## config.mk

```make
export PLATFORM = sky130hd
export DESIGN_NAME = rf_wport_arb
export DESIGN_NICKNAME = d
export VERILOG_FILES = /design/src/rtl/rf_wport_arb.sv
export SDC_FILE = /design/constraint.sdc
export NUM_CORES = 1
export LEC_CHECK = 0
export ABC_AREA = 1
export BUFFER_PORTS_ARGS = -buffer_cell sky130_fd_sc_hd__buf_2
export CAP_MARGIN = 20
export CORE_UTILIZATION = 40
export CTS_CLUSTER_DIAMETER = 200
export CTS_CLUSTER_SIZE = 25
export DETAILED_ROUTE_END_ITERATION = 12
export GPL_TIMING_DRIVEN = 0
export PLACE_DENSITY = 0.68
export SETUP_SLACK_MARGIN = 0.5
export SYNTH_ARGS = -nofsm -noshare
export SYNTH_HDL_FRONTEND = slang
export SYNTH_SLANG_ARGS = --single-unit
```

## constraint.sdc

```tcl
create_clock -name clk -period 2.25 [get_ports clk]
set_clock_uncertainty 0.15 [all_clocks]
set_input_delay 0.225 -clock clk [delete_from_list [all_inputs] [get_ports clk]]
set_output_delay 0.225 -clock clk [all_outputs]
set_load 0.03 [all_outputs]
```

## src/rtl/rf_wport_arb.sv

```systemverilog
// rtl/rf_wport_arb.sv - register-file write-port arbiter: WB stage vs a 2-entry long-latency FIFO
// Optional same-cycle lu bypass when the FIFO is empty: define RF_ARB_BYPASS_EN.
module rf_wport_arb #(
  parameter int unsigned STARVE_MAX = 4
) (
  input  logic        clk,
  input  logic        reset,
  input  logic        wb_we,
  input  logic [4:0]  wb_waddr,
  input  logic [31:0] wb_wdata,
  output logic        wb_stall,
  input  logic        lu_valid,
  output logic        lu_ready,
  input  logic [4:0]  lu_waddr,
  input  logic [31:0] lu_wdata,
  output logic [31:0] lu_pend_mask,
  output logic        rf_we,
  output logic [4:0]  rf_waddr,
  output logic [31:0] rf_wdata
);

  localparam logic [3:0] StarveMax = 4'(STARVE_MAX);

  logic [4:0]  waddr_q [2];
  logic [31:0] wdata_q [2];
  logic [1:0]  cnt_q, cnt_d;
  logic        rd_ptr_q, rd_ptr_d;
  logic        wr_ptr_q, wr_ptr_d;
  logic [3:0]  starve_q, starve_d;
  logic        stall_q, stall_d;
  logic        wb_grant, head_grant, byp, push, lu_acc;
  logic [31:0] mask;

  always_comb begin
    wb_grant   = wb_we && !stall_q;
    lu_ready   = (cnt_q < 2'd2);
    lu_acc     = lu_valid && lu_ready;
    // A pop during reset would write an entry that reset is about to drop.
    head_grant = !wb_grant && (cnt_q != 2'd0) && !reset;
    byp        = 1'b0;
`ifdef RF_ARB_BYPASS_EN
    byp        = !wb_grant && (cnt_q == 2'd0) && lu_acc && (lu_waddr != 5'd0) && !reset;
`endif
    push       = lu_acc && (lu_waddr != 5'd0) && !byp;

    rf_we    = 1'b0;
    rf_waddr = 5'd0;
    rf_wdata = 32'd0;
    if (wb_grant) begin
      rf_we    = (wb_waddr != 5'd0);
      rf_waddr = wb_waddr;
      rf_wdata = wb_wdata;
    end else if (head_grant) begin
      rf_we    = 1'b1;
      rf_waddr = waddr_q[rd_ptr_q];
      rf_wdata = wdata_q[rd_ptr_q];
    end else if (byp) begin
      rf_we    = 1'b1;
      rf_waddr = lu_waddr;
      rf_wdata = lu_wdata;
    end

    cnt_d    = cnt_q + {1'b0, push} - {1'b0, head_grant};
    rd_ptr_d = rd_ptr_q ^ head_grant;
    wr_ptr_d = wr_ptr_q ^ push;

    // Raising the stall and clearing the counter happen together.
    starve_d = 4'd0;
    stall_d  = 1'b0;
    if (!head_grant && (cnt_q != 2'd0)) begin
      if (starve_q + 4'd1 == StarveMax) stall_d = 1'b1;
      else starve_d = starve_q + 4'd1;
    end
  end

  always_comb begin
    mask = 32'd0;
    for (int i = 0; i < 2; i++) begin
      if ((cnt_q == 2'd2) || ((cnt_q == 2'd1) && (rd_ptr_q == 1'(i))))
        mask[waddr_q[i]] = 1'b1;
    end
    mask[0] = 1'b0;
  end

  assign lu_pend_mask = mask;
  assign wb_stall     = stall_q;

  always_ff @(posedge clk) begin
    if (reset) begin
      cnt_q    <= 2'd0;
      rd_ptr_q <= 1'b0;
      wr_ptr_q <= 1'b0;
      starve_q <= 4'd0;
      stall_q  <= 1'b0;
    end else begin
      cnt_q    <= cnt_d;
      rd_ptr_q <= rd_ptr_d;
      wr_ptr_q <= wr_ptr_d;
      starve_q <= starve_d;
      stall_q  <= stall_d;
    end
  end

  always_ff @(posedge clk) begin
    if (push) begin
      waddr_q[wr_ptr_q] <= lu_waddr;
      wdata_q[wr_ptr_q] <= lu_wdata;
    end
  end

endmodule

```

After elaboration in Yosys (flattened, before gate mapping)
Memories as Yosys holds them, arrays and structs flattened. A register that Yosys moved wholly into a read port is not among the register bits.
Index checks and enable logic that the tools add are counted.
Cells by class
  add/subtract/negate cells: 3
  $mul: 0
  div/mod/pow operators: 0
  $lt $le $gt $ge: 5
  eq/ne operators: 3
  shifts and indexed selects: 0
  muxes and demuxes: 17
  bitwise logic cells: 5
  reductions and logical operators: 21
Operators with widths (number)
  2-to-1 mux 32 bit: 4
  bitwise OR 32 bit: 1
  less-than comparator 5 x 6 -> 1 bit (second input constant): 2
  demux 1 bit (select 5 bit): 2
  >= comparator 5 x 1 -> 1 bit (second input constant): 2
  logical AND 1 bit: 10
  2-to-1 mux 5 bit: 2
  nonzero test 5 bit: 2
  2-to-1 mux 1 bit: 9
  adder 4 x 1 -> 4 bit (second input constant): 1
  == test 4 x 3 -> 1 bit (second input constant): 1
  logical NOT 1 bit: 4
  OR reduction 3 bit: 1
  adder 2 x 1 -> 2 bit: 1
  == test 2 x 1 -> 1 bit (second input constant): 1
  == test 2 bit (second input constant): 1
  logical OR 1 bit: 2
  less-than comparator 2 bit (second input constant): 1
  inverter 1 bit: 2
  nonzero test 2 bit: 1
  OR reduction 2 bit: 1
  subtractor 2 x 1 -> 2 bit: 1
  XOR 1 bit: 2
Word-level totals
  register bits after elaboration: 9
  latch bits: 0
  memory bits (writable): 74
  ROM bits: 0
  bits of input ports: 78
  output and inout bits: 72
  logic and storage cells: 61
  memories: 2
Memory list
  wdata_q: depth 2, bits a word 32, read ports 1, clocked after memory_dff 1, write ports 1, RTL line 25  | logic [31:0] wdata_q [2];
  waddr_q: depth 2, bits a word 5, read ports 3, clocked after memory_dff 1, write ports 1, RTL line 24  | logic [4:0] waddr_q [2];

Longest topological paths before layout
  depth in word-level cells: 9
  gate-level depth with buffers: 12
  depth with buffers taken out: 11

Least setup slack after synthesis
No wires, ideal clock.
  path type: register -> register
  start point: reg cnt_q[1]
  end point: mem waddr_q[1][0] (enable)
  setup time: 0.398 ns
  arrival: 1.614 ns
  required time: 1.702 ns
  setup slack: 0.088 ns
  cell stages (with the launch flop): 5
  cells stage by stage: dfxtp_1 inv_2 nand3_1 inv_1 ha_1
Between the ends
  word-level cells in the longest chain between the ends: 5
Ends and longest elaborated chain
  start: declaration: RTL line 26  | logic [1:0] cnt_q, cnt_d;
  start signal: assignment: RTL line 96  | cnt_q <= cnt_d;
  less-than comparator 2 bit: RTL line 36  | lu_ready = (cnt_q < 2'd2);
  net lu_ready: RTL line 13  | output logic lu_ready,
  logical AND 1 bit: RTL line 37  | lu_acc = lu_valid && lu_ready;
  logical AND 1 bit: RTL line 44  | push = lu_acc && (lu_waddr != 5'd0) && !byp;
  2-to-1 mux 1 bit: RTL line 105  | if (push) begin
  2-to-1 mux 1 bit (not written as such): RTL line 106  | waddr_q[wr_ptr_q] <= lu_waddr;
  end: declaration: RTL line 24
The timed path passes the listed nets, and every way through them passes these cells.

==> metrics.yaml <==
power_and_ir_drop:
  p_per_area_nw_per_um2: 836
  ir_worst_vdd_mv: 0.599
  cellLeakagePower_nw: 3.31
  power_mw: 5.94
synth:
  synth.net_count: 626
  synth_area_um2: 4420
  yosys_warnings: 0
  syn_area_per_cell_um2: 8.15
  synth.most_common_cell: "nand2_1"
  async_flop_share: 0
  ys_top_cells_by_count: "nand2_1 (285), edfxtp_1 (74), nor2_1 (47)"
  yosysSeqAreaShare: 0.543
  syn-instance-count: 543
  synthFlopType: "edfxtp_1"
  yosys-top-cells-area: "edfxtp_1 (50%), nand2_1 (24%), nand3_1 (5.0%)"
  synth_cell_type_count: 28
  yosys.area.top_type: "edfxtp_1"
  yosys_register_bits: 83
  synth_edf_count: 74
  synth_top_area_share: 0.502
clock_network:
  cts_buffers: 9
  path_clk_slew_ns: 0.08
  clock_path_buffers: 2
  clock_latency_ns: 0.34
  clock_sinks: 83
  cts_tree: "done"
  htree_levels: 3
  root_buffer: "clkbuf_8"
setup_path:
  reg2reg_depth: 4
  cp.required_ns: 1.88
  cp-start-kind: "flop"
  worstSetupStartpoint: "waddr_q[0][4]$_DFFE_PP_"
  endpoint_kind: "primary output"
  cp.arrival_ns: 1.66
  r2r_setup_slack_ns: 0.25
  worst-path-max-fanout: 5
  critical_path_class: "reg -> out"
  worstReg2RegEnd: "wdata_q[1][13]$_DFFE_PP_"
  crit_end: "lu_pend_mask[7]"
  rr_startpoint: "cnt_q[1]$_SDFF_PP0_"
routing:
  wire_per_inst_um: 14.4
  route.detailed.drc: 0
  drtPass1Iterations: 5
  routed_wl_um: 13300
  vias: 4524
  vias_per_cell: 4.92
  drtIter0Drc: 317
  ant_nets: 0
die:
  num_rows: 38
  coreArea_um2: 10800
  die_y_um: 107
  start_util: 0.410
  io_pins: 150
  dieArea_um2: 11500
  fp.dieW_um: 107
global_routing:
  grt_pass1_vias: 4344
  grt_usage: 0.224
  grt_overflow_total: 0
  grt_pass1_wl_um: 20100
  grt_max_degree: 38
  grt_antenna_before_repair: 0
sta:
  worst_hold_slack_ns: 0.0312
  period_share: 0.903
  final-setup-viol-count: 0
  slew_viol_final: 0
  fmax_ghz: 0.492
  rsz0062_at_grt: "true"
  relSlewSlack: 0.339
  fin_tns_setup_ns: 0
  worstMarginPinSlew_ns: 0.991
  finalHoldViolCount: 0
  fin_crit_ns: 2.03
hold_path:
  hp-class: "in -> reg"
layout:
  finish.utilization: 0.658
  syn2layout_area_growth_pct: 60.5
  antenna_cells: 0
  fillCellCount: 848
  drive_gt1_frac: 0.392
  nets: 858
placement:
  io_buffers: 148
  place_hpwl_um: 8060
  place_congestion: 0.876
flow_run:
  maxCapViolCount: 0
outcome:
  run_status: "completed"
==> layer usage <==
metal / vias to the layer above / track usage / wire length (um) / share of wire
met4: 0 / 0.0734 / 248 / 0.019
li1: 2202 / - / - / -
met1: 2108 / 0.265 / 5190 / 0.39
met3: 26 / 0.0371 / 776 / 0.059
met2: 188 / 0.412 / 7030 / 0.53
met5: - / 0 / 0 / 0
==> cells in the final DEF, fill, tap and decap left out, types with 3 or more instances in the layout <==
master / n
clkbuf_8: 9
buf_2: 81
buf_8: 6
buf_6: 79
bufinv_16: 3
nand2_2: 42
o21ai_0: 3
nor2_4: 3
nand2_1: 241
nand3_1: 34
buf_4: 28
nand2_4: 3
nor2_1: 44
nor3_4: 6
buf_12: 3
dlygate4sd3_1: 39
inv_1: 20
dfxtp_1: 6
nand3_2: 10
inv_2: 5
ha_2: 3
inv_4: 3
edfxtp_1: 74
o21ai_4: 3
==> cell families (layout without fill, tap and decap cells) <==
group                      count (synthesis)  count (layout)  synth area share
xor gates and xnor gates                   2               2           0.00396
buffers and inverters                     51             288            0.0597
AOI/OAI and AO/OA                         12              12            0.0170
DFF                                       83              83             0.543
and+or+nand+nor                          389             389             0.361
other                                      1               1          0.000848
adders and majority gates                  5               5            0.0141
==> worst min-delay path by stage <==
stage | startpoint | to | cells past startpoint
3_3_place_gp | lu_wdata[6] | wdata_q[1][6]$_DFFE_PP_ | 1
3_5_place_dp | lu_wdata[12] | wdata_q[0][12]$_DFFE_PP_ | 1
5_1_grt | reset | cnt_q[1]$_SDFF_PP0_ | 4
4_1_cts | reset | cnt_q[1]$_SDFF_PP0_ | 4
6_report | reset | cnt_q[1]$_SDFF_PP0_ | 4
2_1_floorplan | reset | cnt_q[0]$_SDFF_PP0_ | 1
==> power by group <==
group / internal, mW / switching (mW) / leakage (nW)
combinational: 1.15 / 1.49 / 2.43
clock: 0.737 / 0.525 / 0.114
sequential: 1.94 / 0.0952 / 0.765
total: 3.83 / 2.11 / 3.31
==> worst max-delay path, stage by stage (launching register included) <==
cell and delay [ns]:
edfxtp_1 0.54, nor3_2 0.40, nand3_1 0.12, nand2_1 0.07
buf_2 0.19
==> registers in the layout, summed over array words and instances (netlist names) <==
register / cells
wb_stall: 1
wdata_q: 64
wr_ptr_q: 1
waddr_q: 10
cnt_q: 2
starve_q: 4
rd_ptr_q: 1
==> area by class of cell <==
| cell class | instances | area [um2] | share of cell area |
|---|---|---|---|
| plain buffers | 22 | 233 | 0.0328 |
| multi-input cells | 409 | 2010 | 0.283 |
| well taps | 140 | 175 | 0.0247 |
| clock inverters | 5 | 103 | 0.0145 |
| clock buffers | 11 | 131 | 0.0185 |
| repair buffers | 221 | 1920 | 0.270 |
| inverters | 29 | 124 | 0.0174 |
| flip-flops and latches | 83 | 2410 | 0.339 |
==> stage by stage <==
step | area (um2) | worst slack [ns] | std cells
after detailed placement | 5380 | 0.148 | 831
after global routing | 7100 | 0.136 | 920
after CTS | 6750 | 0.228 | 912
after global placement | 5380 | 0.150 | 831
after floorplan | 4470 | 0.455 | 543
final | 7100 | 0.219 | 920
==> what timing repair did <==
action,4_1_cts,5_1_grt
pin swaps,18,30
endpoints found under the setup margin,145,145
gates cloned,8,2
gates resized for setup,176,81
hold buffers,39,0
hold endpoints to repair,76,0
buffers inserted,18,6
No activity file was read; power rests on OpenSTA's default activity.
